==> src/rtl/inst_queue_if.sv <==
// Fetch-to-decode handshake bundle for the instruction queue.
// Fetch and decode drive the master side; the queue uses the slave side.
interface inst_queue_if #(
    parameter int MIP_BUS = 16,
    parameter int DEPTH   = 4
);
    logic                   in_valid;
    logic [MIP_BUS-1:0]     in_pc;
    logic [31:0]            in_inst;
    logic                   in_ready;
    logic                   flush;
    logic                   out_valid;
    logic [MIP_BUS-1:0]     out_pc;
    logic [31:0]            out_inst;
    logic                   out_ready;
    logic [$clog2(DEPTH):0] count;

    modport master (
        output in_valid, in_pc, in_inst, flush, out_ready,
        input  in_ready, out_valid, out_pc, out_inst, count
    );

    modport slave (
        input  in_valid, in_pc, in_inst, flush, out_ready,
        output in_ready, out_valid, out_pc, out_inst, count
    );
endinterface

==> src/rtl/inst_queue.sv <==
// Instruction queue between fetch and decode: a FIFO of {pc, inst} pairs.
// Handshake outputs depend on registered state only; the head reads as a NOP when empty.
module inst_queue #(
    parameter int MIP_BUS = 16,
    parameter int DEPTH   = 4
) (
    input  logic        clk,
    input  logic        rst,
    inst_queue_if.slave q
);
    localparam int PW = $clog2(DEPTH);
    localparam int CW = PW + 1;
    localparam logic [CW-1:0] FULL_CNT = CW'(DEPTH);

    logic [MIP_BUS-1:0] pc_mem_q   [DEPTH];
    logic [31:0]        inst_mem_q [DEPTH];
    logic [PW-1:0]      rd_ptr_q, rd_ptr_d;
    logic [PW-1:0]      wr_ptr_q, wr_ptr_d;
    logic [CW-1:0]      count_q, count_d;
    logic               in_ready_s, out_valid_s, push_s, pop_s;

    assign in_ready_s  = (count_q != FULL_CNT);
    assign out_valid_s = (count_q != {CW{1'b0}});
    assign push_s      = q.in_valid & in_ready_s & ~q.flush;
    assign pop_s       = out_valid_s & q.out_ready & ~q.flush;

    // Next pointers and occupancy; pointers wrap naturally since DEPTH is a power of two
    always_comb begin
        rd_ptr_d = rd_ptr_q;
        wr_ptr_d = wr_ptr_q;
        count_d  = count_q;
        if (q.flush) begin
            rd_ptr_d = {PW{1'b0}};
            wr_ptr_d = {PW{1'b0}};
            count_d  = {CW{1'b0}};
        end else begin
            if (push_s) begin
                wr_ptr_d = wr_ptr_q + PW'(1);
            end else begin
                wr_ptr_d = wr_ptr_q;
            end
            if (pop_s) begin
                rd_ptr_d = rd_ptr_q + PW'(1);
            end else begin
                rd_ptr_d = rd_ptr_q;
            end
            case ({push_s, pop_s})
                2'b10:   count_d = count_q + CW'(1);
                2'b01:   count_d = count_q - CW'(1);
                default: count_d = count_q;
            endcase
        end
    end

    // Pointer and count registers
    always_ff @(posedge clk) begin
        if (rst) begin
            rd_ptr_q <= {PW{1'b0}};
            wr_ptr_q <= {PW{1'b0}};
            count_q  <= {CW{1'b0}};
        end else begin
            rd_ptr_q <= rd_ptr_d;
            wr_ptr_q <= wr_ptr_d;
            count_q  <= count_d;
        end
    end

    // Entry storage is left unreset; an entry is only visible once counted
    always_ff @(posedge clk) begin
        if (push_s) begin
            pc_mem_q[wr_ptr_q]   <= q.in_pc;
            inst_mem_q[wr_ptr_q] <= q.in_inst;
        end
    end

    assign q.in_ready  = in_ready_s;
    assign q.out_valid = out_valid_s;
    assign q.out_pc    = out_valid_s ? pc_mem_q[rd_ptr_q]   : {MIP_BUS{1'b0}};
    assign q.out_inst  = out_valid_s ? inst_mem_q[rd_ptr_q] : 32'h0000_0000;
    assign q.count     = count_q;
endmodule

==> src/flat_wrapper.sv <==
// flat-port wrapper written by rule: the top's interface ports become plain ports
module inst_queue_flat 
#(
    parameter int MIP_BUS = 16,
    parameter int DEPTH   = 4
)
  (clk, rst, q_in_valid, q_in_pc, q_in_inst, q_flush, q_out_ready, q_in_ready, q_out_valid, q_out_pc, q_out_inst, q_count);
  inst_queue_if #(.MIP_BUS(MIP_BUS), .DEPTH(DEPTH)) q_i ();
  input  logic clk;
  input  logic rst;
  input wire logic [$bits(q_i.in_valid)-1:0] q_in_valid;
  input wire logic [$bits(q_i.in_pc)-1:0] q_in_pc;
  input wire logic [$bits(q_i.in_inst)-1:0] q_in_inst;
  input wire logic [$bits(q_i.flush)-1:0] q_flush;
  input wire logic [$bits(q_i.out_ready)-1:0] q_out_ready;
  output wire logic [$bits(q_i.in_ready)-1:0] q_in_ready;
  output wire logic [$bits(q_i.out_valid)-1:0] q_out_valid;
  output wire logic [$bits(q_i.out_pc)-1:0] q_out_pc;
  output wire logic [$bits(q_i.out_inst)-1:0] q_out_inst;
  output wire logic [$bits(q_i.count)-1:0] q_count;
  assign q_i.in_valid = q_in_valid;
  assign q_i.in_pc = q_in_pc;
  assign q_i.in_inst = q_in_inst;
  assign q_i.flush = q_flush;
  assign q_i.out_ready = q_out_ready;
  assign q_in_ready = q_i.in_ready;
  assign q_out_valid = q_i.out_valid;
  assign q_out_pc = q_i.out_pc;
  assign q_out_inst = q_i.out_inst;
  assign q_count = q_i.count;
  inst_queue #(.MIP_BUS(MIP_BUS), .DEPTH(DEPTH)) u_core (.clk(clk), .rst(rst), .q(q_i));
endmodule
==> config.mk <==
export PLATFORM = sky130hd
export DESIGN_NAME = inst_queue_flat
export DESIGN_NICKNAME = d
export VERILOG_FILES = /design/src/rtl/inst_queue_if.sv /design/src/rtl/inst_queue.sv /design/src/flat_wrapper.sv
export SDC_FILE = /design/constraint.sdc
export NUM_CORES = 1
export LEC_CHECK = 0
export CAP_MARGIN = 20
export CORE_ASPECT_RATIO = 0.9
export CORE_UTILIZATION = 54
export CTS_CLUSTER_DIAMETER = 120
export DETAILED_ROUTE_END_ITERATION = 8
export PLACE_DENSITY = 0.79
export SLEW_MARGIN = 20
export SYNTH_ARGS = -nofsm -noshare
export SYNTH_HDL_FRONTEND = slang
export SYNTH_SLANG_ARGS = --single-unit
==> constraint.sdc <==
create_clock -name clk -period 2.8 [get_ports clk]
set_clock_uncertainty 0.1 [all_clocks]
set_input_delay 0.56 -clock clk [delete_from_list [all_inputs] [get_ports clk]]
set_output_delay 0.56 -clock clk [all_outputs]
set_load 0.05 [all_outputs]
# Word level (Yosys, flattened, before mapping)
# Memories as Yosys holds them, arrays and structs flattened. A register that Yosys moved wholly into a read port is not among the register bits.
# Cells that the tools add are included.
[classes] addsub=4 n_eq_ne=3 n_mux=9 n_bitwise=5 n_reduce_logical=3
[ops] operator="two-way mux 32 bit" count=1
[ops] operator="two-way mux 16 bit" count=1
[ops] operator="two-way mux 2 bit" count=4
[ops] operator="case mux 3 bit (2 select lines)" count=1
[ops] operator="adder 2 x 1 -> 2 bit, second input constant" count=2
[ops] operator="bitwise AND 1 bit" count=4
[ops] operator="adder 3 x 1 -> 3 bit, second input constant" count=1
[ops] operator="inequality test 3 bit, second input constant" count=1
[ops] operator="nonzero test 3 bit" count=1
[ops] operator="subtractor 3 x 1 -> 3 bit, second input constant" count=1
[ops] operator="equality test 2 x 1 -> 1 bit, second input constant" count=1
[ops] operator="equality test 2 bit, second input constant" count=1
[ops] operator="two-way mux 1 bit" count=2
[ops] operator="nonzero test 2 bit" count=1
[ops] operator="OR reduction 2 bit" count=1
[ops] operator="inverter 1 bit" count=1
[totals] register_bits=7 ramBits=192 inputBits=53 output_inout_bits=53 word_cells=29 n_memories=2
[mem_list] name="u_core.inst_mem_q" words=4 word_bits=32 read_ports=1 rd_ports_with_merged_regs=1 wr=1 line_no="inst_queue.sv:16" source="logic [31:0] inst_mem_q [DEPTH];"
[mem_list] name="u_core.pc_mem_q" words=4 word_bits=16 read_ports=1 rd_ports_with_merged_regs=1 wr=1 line_no="inst_queue.sv:15" source="logic [MIP_BUS-1:0] pc_mem_q [DEPTH];"

# Longest topological paths before layout
# Gate-level depths: netlist (run 1).
[logic_depth] depth_word=5 ltp_mapped=9 ltp_nobuf=9

# Worst setup path after synthesis (run 1)
# OpenSTA, ideal clock, no wires.
[synth_timing] path_kind="reg2reg" from="register u_core.count_q[0] (netlist: u_core.q.count[0])" to="memory u_core.inst_mem_q[2][0] (enable)" setup_time_ns=0.410 arrival_time_ns=2.370 required_ns=2.290 slack_ns=-0.080 stages_incl_launch_ff=4 path_buffers=0 synth_period_minus_slack_ns=2.880 cell_sequence="dfxtp_1 > nor3b_1 > nor3_1 > and2_1"
[synth_via] elab_chain_len=5
[synth_lines] element="start: declaration" line_no="inst_queue.sv:19" source="logic [CW-1:0] count_q, count_d;"
[synth_lines] element="start signal: assignment" line_no="inst_queue.sv:60" source="count_q <= {CW{1'b0}};"
[synth_lines] element="start signal: assignment" line_no="inst_queue.sv:64" source="count_q <= count_d;"
[synth_lines] element="inequality test 3 bit" line_no="inst_queue.sv:22" source="assign in_ready_s = (count_q != FULL_CNT);"
[synth_lines] element="bitwise AND 1 bit (2 in series)" line_no="inst_queue.sv:24" source="assign push_s = q.in_valid & in_ready_s & ~q.flush;"
[synth_lines] element="two-way mux 1 bit" line_no="inst_queue.sv:70" source="if (push_s) begin"
[synth_lines] element="two-way mux 1 bit (not written as such)" line_no="inst_queue.sv:72" source="inst_mem_q[wr_ptr_q] <= q.in_inst;"
[synth_lines] element="end: declaration" line_no="inst_queue.sv:16"
# No other way between the ends.

==> flow_metrics.tcl, run 1 <==
set metrics [dict create \
    synth-adder-area-share_pct 1.070 \
    fin_nets 547 \
    endpoint "q_out_pc[5]" \
    antennaDiodeCount 0 \
    io_pins 106 \
    syn_area_mm2 0.007719 \
    tightest_slew_ns 0.4970 \
    start_kind "register" \
    synth_ff_type "edfxtp_1" \
    fin_crit_sh_pct 95.89 \
    cts_hold_buffers 0 \
    fin_util_pct 68.67 \
    coreArea_mm2 0.01400 \
    r2r_slack_ns 0.35 \
    avgSynthCellArea_um2 21.44 \
    synthMuxAreaShare_pct 14.01 \
    routedWlPerCell_um 19.47 \
    hold_viol_final 0 \
    seqPwrFrac_pct 55.0 \
    p_int_w 0.004833 \
    numCtsBuffers 20 \
    p_clk_share_pct 39.0 \
    synth-simple-area-share_pct 5.220 \
    hpwl_um 8118 \
    final_cell_mix "192 x edfxtp_1, 58 x buf_4, 56 x clkdlybuf4s50_1" \
    synth-seq-area-share_pct 77.03 \
    dp.cells 657 \
    p_total_w 0.006106 \
    timing.rr.start "u_core.q.count[2]$_SDFFE_PP0P_" \
    reg2reg_to "u_core.q.count[2]$_SDFFE_PP0P_" \
    drt-vias-per-instance 5.424 \
    gp_congestion 0.7276 \
    end_kind "output pin" \
    synth_top_family_by_area "multiplexers" \
    maxCapViolations 0 \
    clock_path_buffers 3 \
    pre_cts_ws_ns 0.1532 \
    setup_slack_ns 0.1151 \
    fmaxAchievable_mhz 372.5 \
    portBuffers 105 \
    die_width_um 128.0 \
    grt_pass1_vias 3870 \
    track_usage_pct 19.17 \
    p_leak_nw 3.137 \
    gr-total-overflow 0 \
    hold_path.class "reg -> reg" \
    die_y_um 115.4 \
    die-area_mm2 0.01478 \
    synth-edff-count 192 \
    final_cells 695 \
    grt_max_degree 49 \
    report.final.slew_viol_count 0 \
    synthCells 360 \
    cts_tree "done" \
    power.switching_w 0.001273 \
    ys_ff_latch 201 \
    finalCriticalPeriod_ns 2.685 \
    vias 3770 \
    critPathKind "reg -> out" \
    yosys.cell_types.count 24 \
    synth_compound_area_share_pct 0.6808 \
    drive_above_1_share_pct 29.08 \
    p_per_area_mw_per_mm2 634.9 \
    status "completed" \
    final_common_cell "edfxtp_1" \
    initial_core_util_pct 55.11 \
    swShare_pct 20.85 \
    grt_pass1_wl_um 20910 \
    setup_viol_count_final 0 \
    clockRootBuffer "clkbuf_16" \
    drc 0 \
    slew_headroom_pct 66.76 \
    cp.required_ns 2.14 \
    rsz0062_at_grt "no" \
    antenna_found_initial 0 \
    pwr-share-comb_pct 6.0 \
    yosys_warnings 0 \
    async_reset_ff_share_pct 0 \
    synth_fp_nets 419 \
    area_delta_synth_final_pct 24.59 \
    fin_tns_setup_ns 0 \
    rr_worst_depth 9 \
    synth_xor_xnor_area_share_pct 0.3404 \
    cp_data_arrival_time_ns 2.02 \
    numClockSinks 201 \
    drt-total-wl_um 13530 \
    drt_iter0_drc 202 \
    clk_pin_slew_ns 0.06 \
    cts_max_level 1 \
    clk_latency_ns 0.48 \
    firstDrtPassIters 4 \
    final_antenna_net_count 0 \
    ir_drop_v 0.0005739 \
    rows 41 \
    crit_path_max_fanout 7 \
]
stage by stage:
step           cell area, µm²  hold slack [ns]
2_1_floorplan            7724           0.3591
3_3_place_gp             9014           0.3673
3_5_place_dp             9014           0.3997
4_1_cts                  9617           0.4088
5_1_grt                  9617           0.4521
6_report                 9617           0.4077
flip-flops by register name (all words and copies together) (netlist names), named ones only:
| name | cells |
|---|---|
| u_core.rd_ptr_q | 2 |
| u_core.q.count | 3 |
| u_core.pc_mem_q | 64 |
| u_core.inst_mem_q | 128 |
| u_core.wr_ptr_q | 2 |
metal layers:
metal | vias to the layer above | GRT usage (%) | routed length, µm
li1 | 1692 | - | -
met1 | 1942 | 24.27 | 5577
met2 | 117 | 34.60 | 7015
met3 | 19 | 3.601 | 675
met4 | 0 | 4.863 | 260
met5 | - | 0 | 0
cell usage after synthesis (all sizes together), types with 3 or more instances:
library cell	number	area, µm²
nor2b	48	300.3
nor2	6	22.52
a21oi	5	25.02
o21ai	4	20.02
mux4	48	1081
edfxtp	192	5766
inv	9	33.78
ha	5	62.56
dfxtp	9	180.2
and2	4	25.02
buf	8	63.80
xor2	3	26.28
clkbuf	8	30.03
cell families (layout without fill, tap and decap cells):
kind of cell | Yosys count | count (layout)
flip-flops | 201 | 201
AND/OR/NAND/NOR | 67 | 67
multiplexers | 48 | 48
buffers and inverters | 25 | 167
AO/OA/AOI/OAI | 10 | 10
adder cells (fa/ha/maj) | 6 | 6
XOR/XNOR | 3 | 3
how the worst min path moves through the flow:
stage | startpoint | end | depth (start not counted)
2_1_floorplan | u_core.rd_ptr_q[1]$_SDFFE_PP0P_ | register | 2
6_report | u_core.rd_ptr_q[1]$_SDFFE_PP0P_ | register | 2
3_5_place_dp | u_core.rd_ptr_q[1]$_SDFFE_PP0P_ | register | 2
5_1_grt | u_core.rd_ptr_q[1]$_SDFFE_PP0P_ | register | 2
3_3_place_gp | u_core.rd_ptr_q[1]$_SDFFE_PP0P_ | register | 2
4_1_cts | u_core.rd_ptr_q[1]$_SDFFE_PP0P_ | register | 2
what timing repair did:
item | CTS | global route
setup buffers | 2 | 0
gates resized for setup | 1 | 0
endpoints found under the setup margin | 29 | 0
layout make-up:
cell class,count,area (µm²)
sequential,201,5951
fill,880,4388
tap,193,241.5
inverter,9,33.78
timing repair buffer,122,1145
clock buffer,25,519.2
clock inverter,11,70.07
multi-input combinational,134,1657
power groups by stage:
| stage | Sequential [W] | Clock, W | Combinational [W] |
|---|---|---|---|
| global placement | 0.00342 | 0 | 0.000360 |
| floorplan | 0.00342 | 0 | 0.000187 |
| detailed placement | 0.00342 | 0 | 0.000367 |
| CTS | 0.00336 | 0.00243 | 0.000370 |
| global route | 0.00336 | 0.00253 | 0.000390 |
| finish | 0.00336 | 0.00238 | 0.000366 |
worst max-delay path, stage by stage, from the launching register on:
cell	delay, ns
dfxtp_4	0.42
buf_4	0.23
mux4_2	0.52
nor2b_1	0.16
buf_4	0.21
Note: power is estimated with default switching activity, not from simulation.
==> inputs of run 2 (changes only) <==
--- a/config.mk
+++ b/config.mk
@@ -7,6 +7,7 @@
 export LEC_CHECK = 0
 export CAP_MARGIN = 20
 export CORE_ASPECT_RATIO = 0.9
+export CORE_MARGIN = 3
 export CORE_UTILIZATION = 54
 export CTS_CLUSTER_DIAMETER = 120
 export DETAILED_ROUTE_END_ITERATION = 8
==> constraint.sdc (replaced) <==
create_clock -name clk -period 2.8 [get_ports clk]
set_clock_uncertainty 0.1 [all_clocks]
set_input_delay 0.28 -clock clk [delete_from_list [all_inputs] [get_ports clk]]
set_output_delay 0.28 -clock clk [all_outputs]
set_load 0.05 [all_outputs]
==> flow_metrics.tcl, run 2 (synthesis results as in run 1) <==
set metrics [dict create \
    p_int_w 0.005022 \
    hold_path.class "in -> reg" \
    end_kind "output pin" \
    initial_core_util_pct 56.49 \
    drt-total-wl_um 14040 \
    grt_max_degree 49 \
    drive_above_1_share_pct 27.27 \
    timing.rr.start "u_core.q.count[2]$_SDFFE_PP0P_" \
    hold_depth 1 \
    drt_iter0_drc 293 \
    antenna_found_initial 0 \
    ir_drop_v 0.0005344 \
    fmaxAchievable_mhz 375.5 \
    clk_pin_slew_ns 0.06 \
    p_leak_nw 3.221 \
    coreArea_mm2 0.01366 \
    drt-vias-per-instance 5.436 \
    numCtsBuffers 20 \
    slew_headroom_pct 65.70 \
    seqPwrFrac_pct 53.6 \
    vias 3778 \
    placed_cell_area_mm2 0.009004 \
    fin_tns_setup_ns 0 \
    worstHoldEndpoint "u_core.inst_mem_q[0][31]$_DFFE_PP_" \
    tightest_slew_ns 0.5129 \
    pwr-share-comb_pct 5.9 \
    report.final.slew_viol_count 0 \
    finalCriticalPeriod_ns 2.663 \
    cts_tree "done" \
    reg2reg_to "u_core.q.count[2]$_SDFFE_PP0P_" \
    final_cell_mix "192 x edfxtp_1, 57 x clkdlybuf4s50_1, 48 x mux4_2, 48 x nor2b_1, 48 x buf_4" \
    grt_pass1_wl_um 22600 \
    largest_register_ffs 128 \
    io_pins 106 \
    clock_path_buffers 3 \
    critPathKind "reg -> out" \
    final_cell_area_mm2 0.009698 \
    grt_pass1_vias 4133 \
    power.switching_w 0.001239 \
    numClockSinks 201 \
    p_per_area_mw_per_mm2 645.5 \
    fin_nets 551 \
    routedWlPerCell_um 20.20 \
    crit_path_max_fanout 23 \
    rsz0062_at_grt "no" \
    die_width_um 132.0 \
    antennaDiodeCount 0 \
    hold_start "q_in_inst[31]" \
    cp_data_arrival_time_ns 2.28 \
    clockRootBuffer "clkbuf_16" \
    cp.required_ns 2.42 \
    rows 40 \
    area_delta_synth_final_pct 25.64 \
    setup_viol_count_final 0 \
    top_register "u_core.inst_mem_q" \
    cts_hold_buffers 0 \
    fin_util_pct 70.98 \
    cts_max_level 1 \
    r2r_slack_ns 0.26 \
    p_total_w 0.006260 \
    clk_latency_ns 0.47 \
    track_usage_pct 18.15 \
    status "completed" \
    rr_worst_depth 9 \
    p_clk_share_pct 40.5 \
    hpwl_um 8557 \
    final_common_cell "edfxtp_1" \
    firstDrtPassIters 4 \
    die_y_um 119.4 \
    hold_viol_final 0 \
    gp_congestion 0.7234 \
    drc 0 \
    fin_crit_sh_pct 95.11 \
    start_kind "register" \
    die-area_mm2 0.01577 \
    portBuffers 105 \
    swShare_pct 19.79 \
    final_antenna_net_count 0 \
    gr-total-overflow 0 \
    maxCapViolations 0 \
]
## run 2: cell count changes in the layout (fill, tap and decap cells not counted), sizes merged
cell,delta
bufinv,+1
clkinv,-5
clkdlybuf4s50,+1
dlygate4sd2,+13
buf,-10
clkbuf,+4
## run 2: worst max path at each step
stage / from / to / slack (ns) / cells past startpoint
after floorplan: u_core.q.count[2]$_SDFFE_PP0P_ / u_core.q.count[2]$_SDFFE_PP0P_ / 0.27 / 9
after global placement: register / q_out_inst[0] / 0.38 / 4
after detailed placement: q_in_valid / u_core.q.count[2]$_SDFFE_PP0P_ / 0.33 / 10
after CTS: register / q_out_pc[3] / 0.001 / 4
after global routing: register / q_out_pc[3] / 0.03 / 4
final: register / q_out_pc[3] / 0.14 / 4
## run 2: through the flow
stage | worst slack (ns) | instances | hold WS, ns
2_1_floorplan | 0.2655 | 360 | 0.2789
3_3_place_gp | 0.3830 | 651 | 0.3637
3_5_place_dp | 0.3316 | 651 | 0.3794
4_1_cts | 0.001408 | 687 | 0.3230
5_1_grt | 0.03366 | 695 | 0.3440
6_report | 0.1368 | 695 | 0.3362
## run 2: worst max-delay path, stage by stage (launching register included)
cell and delay [ns]:
dfxtp_2 0.61, buf_4 0.44, mux4_2 0.37, nor2b_1 0.18, buf_4 0.21
## run 2: timing repair
item                       in CTS  in global routing
buffers inserted                0                  8
resized for setup              15                  2
setup endpoints to repair      37                 23
## run 2: per-layer routing
layer	part of all wire, %	vias up	global-route usage [%]
met3	5.3	21	4.012
met4	1.7	0	4.003
met1	43	1948	24.25
met2	50	102	31.09
met5	0	-	0
li1	-	1707	-
## run 2: final cells by class
type / count / area (µm²)
Inverter: 9 / 33.78
Timing Repair Buffer: 126 / 1189
Multi-Input combinational cell: 134 / 1657
Clock buffer: 29 / 575.6
Fill cell: 854 / 3965
Clock inverter: 7 / 56.30
Tap cell: 189 / 236.5
Sequential cell: 201 / 5951
## run 2: power groups by stage
stage                     registers, W  clock network, W  logic (W)
final                          0.00336           0.00254   0.000368
after global routing           0.00336           0.00272   0.000391
after CTS                      0.00336           0.00259   0.000367
after detailed placement       0.00342                 0   0.000370
after global placement         0.00342                 0   0.000362
after floorplan                0.00342                 0   0.000187
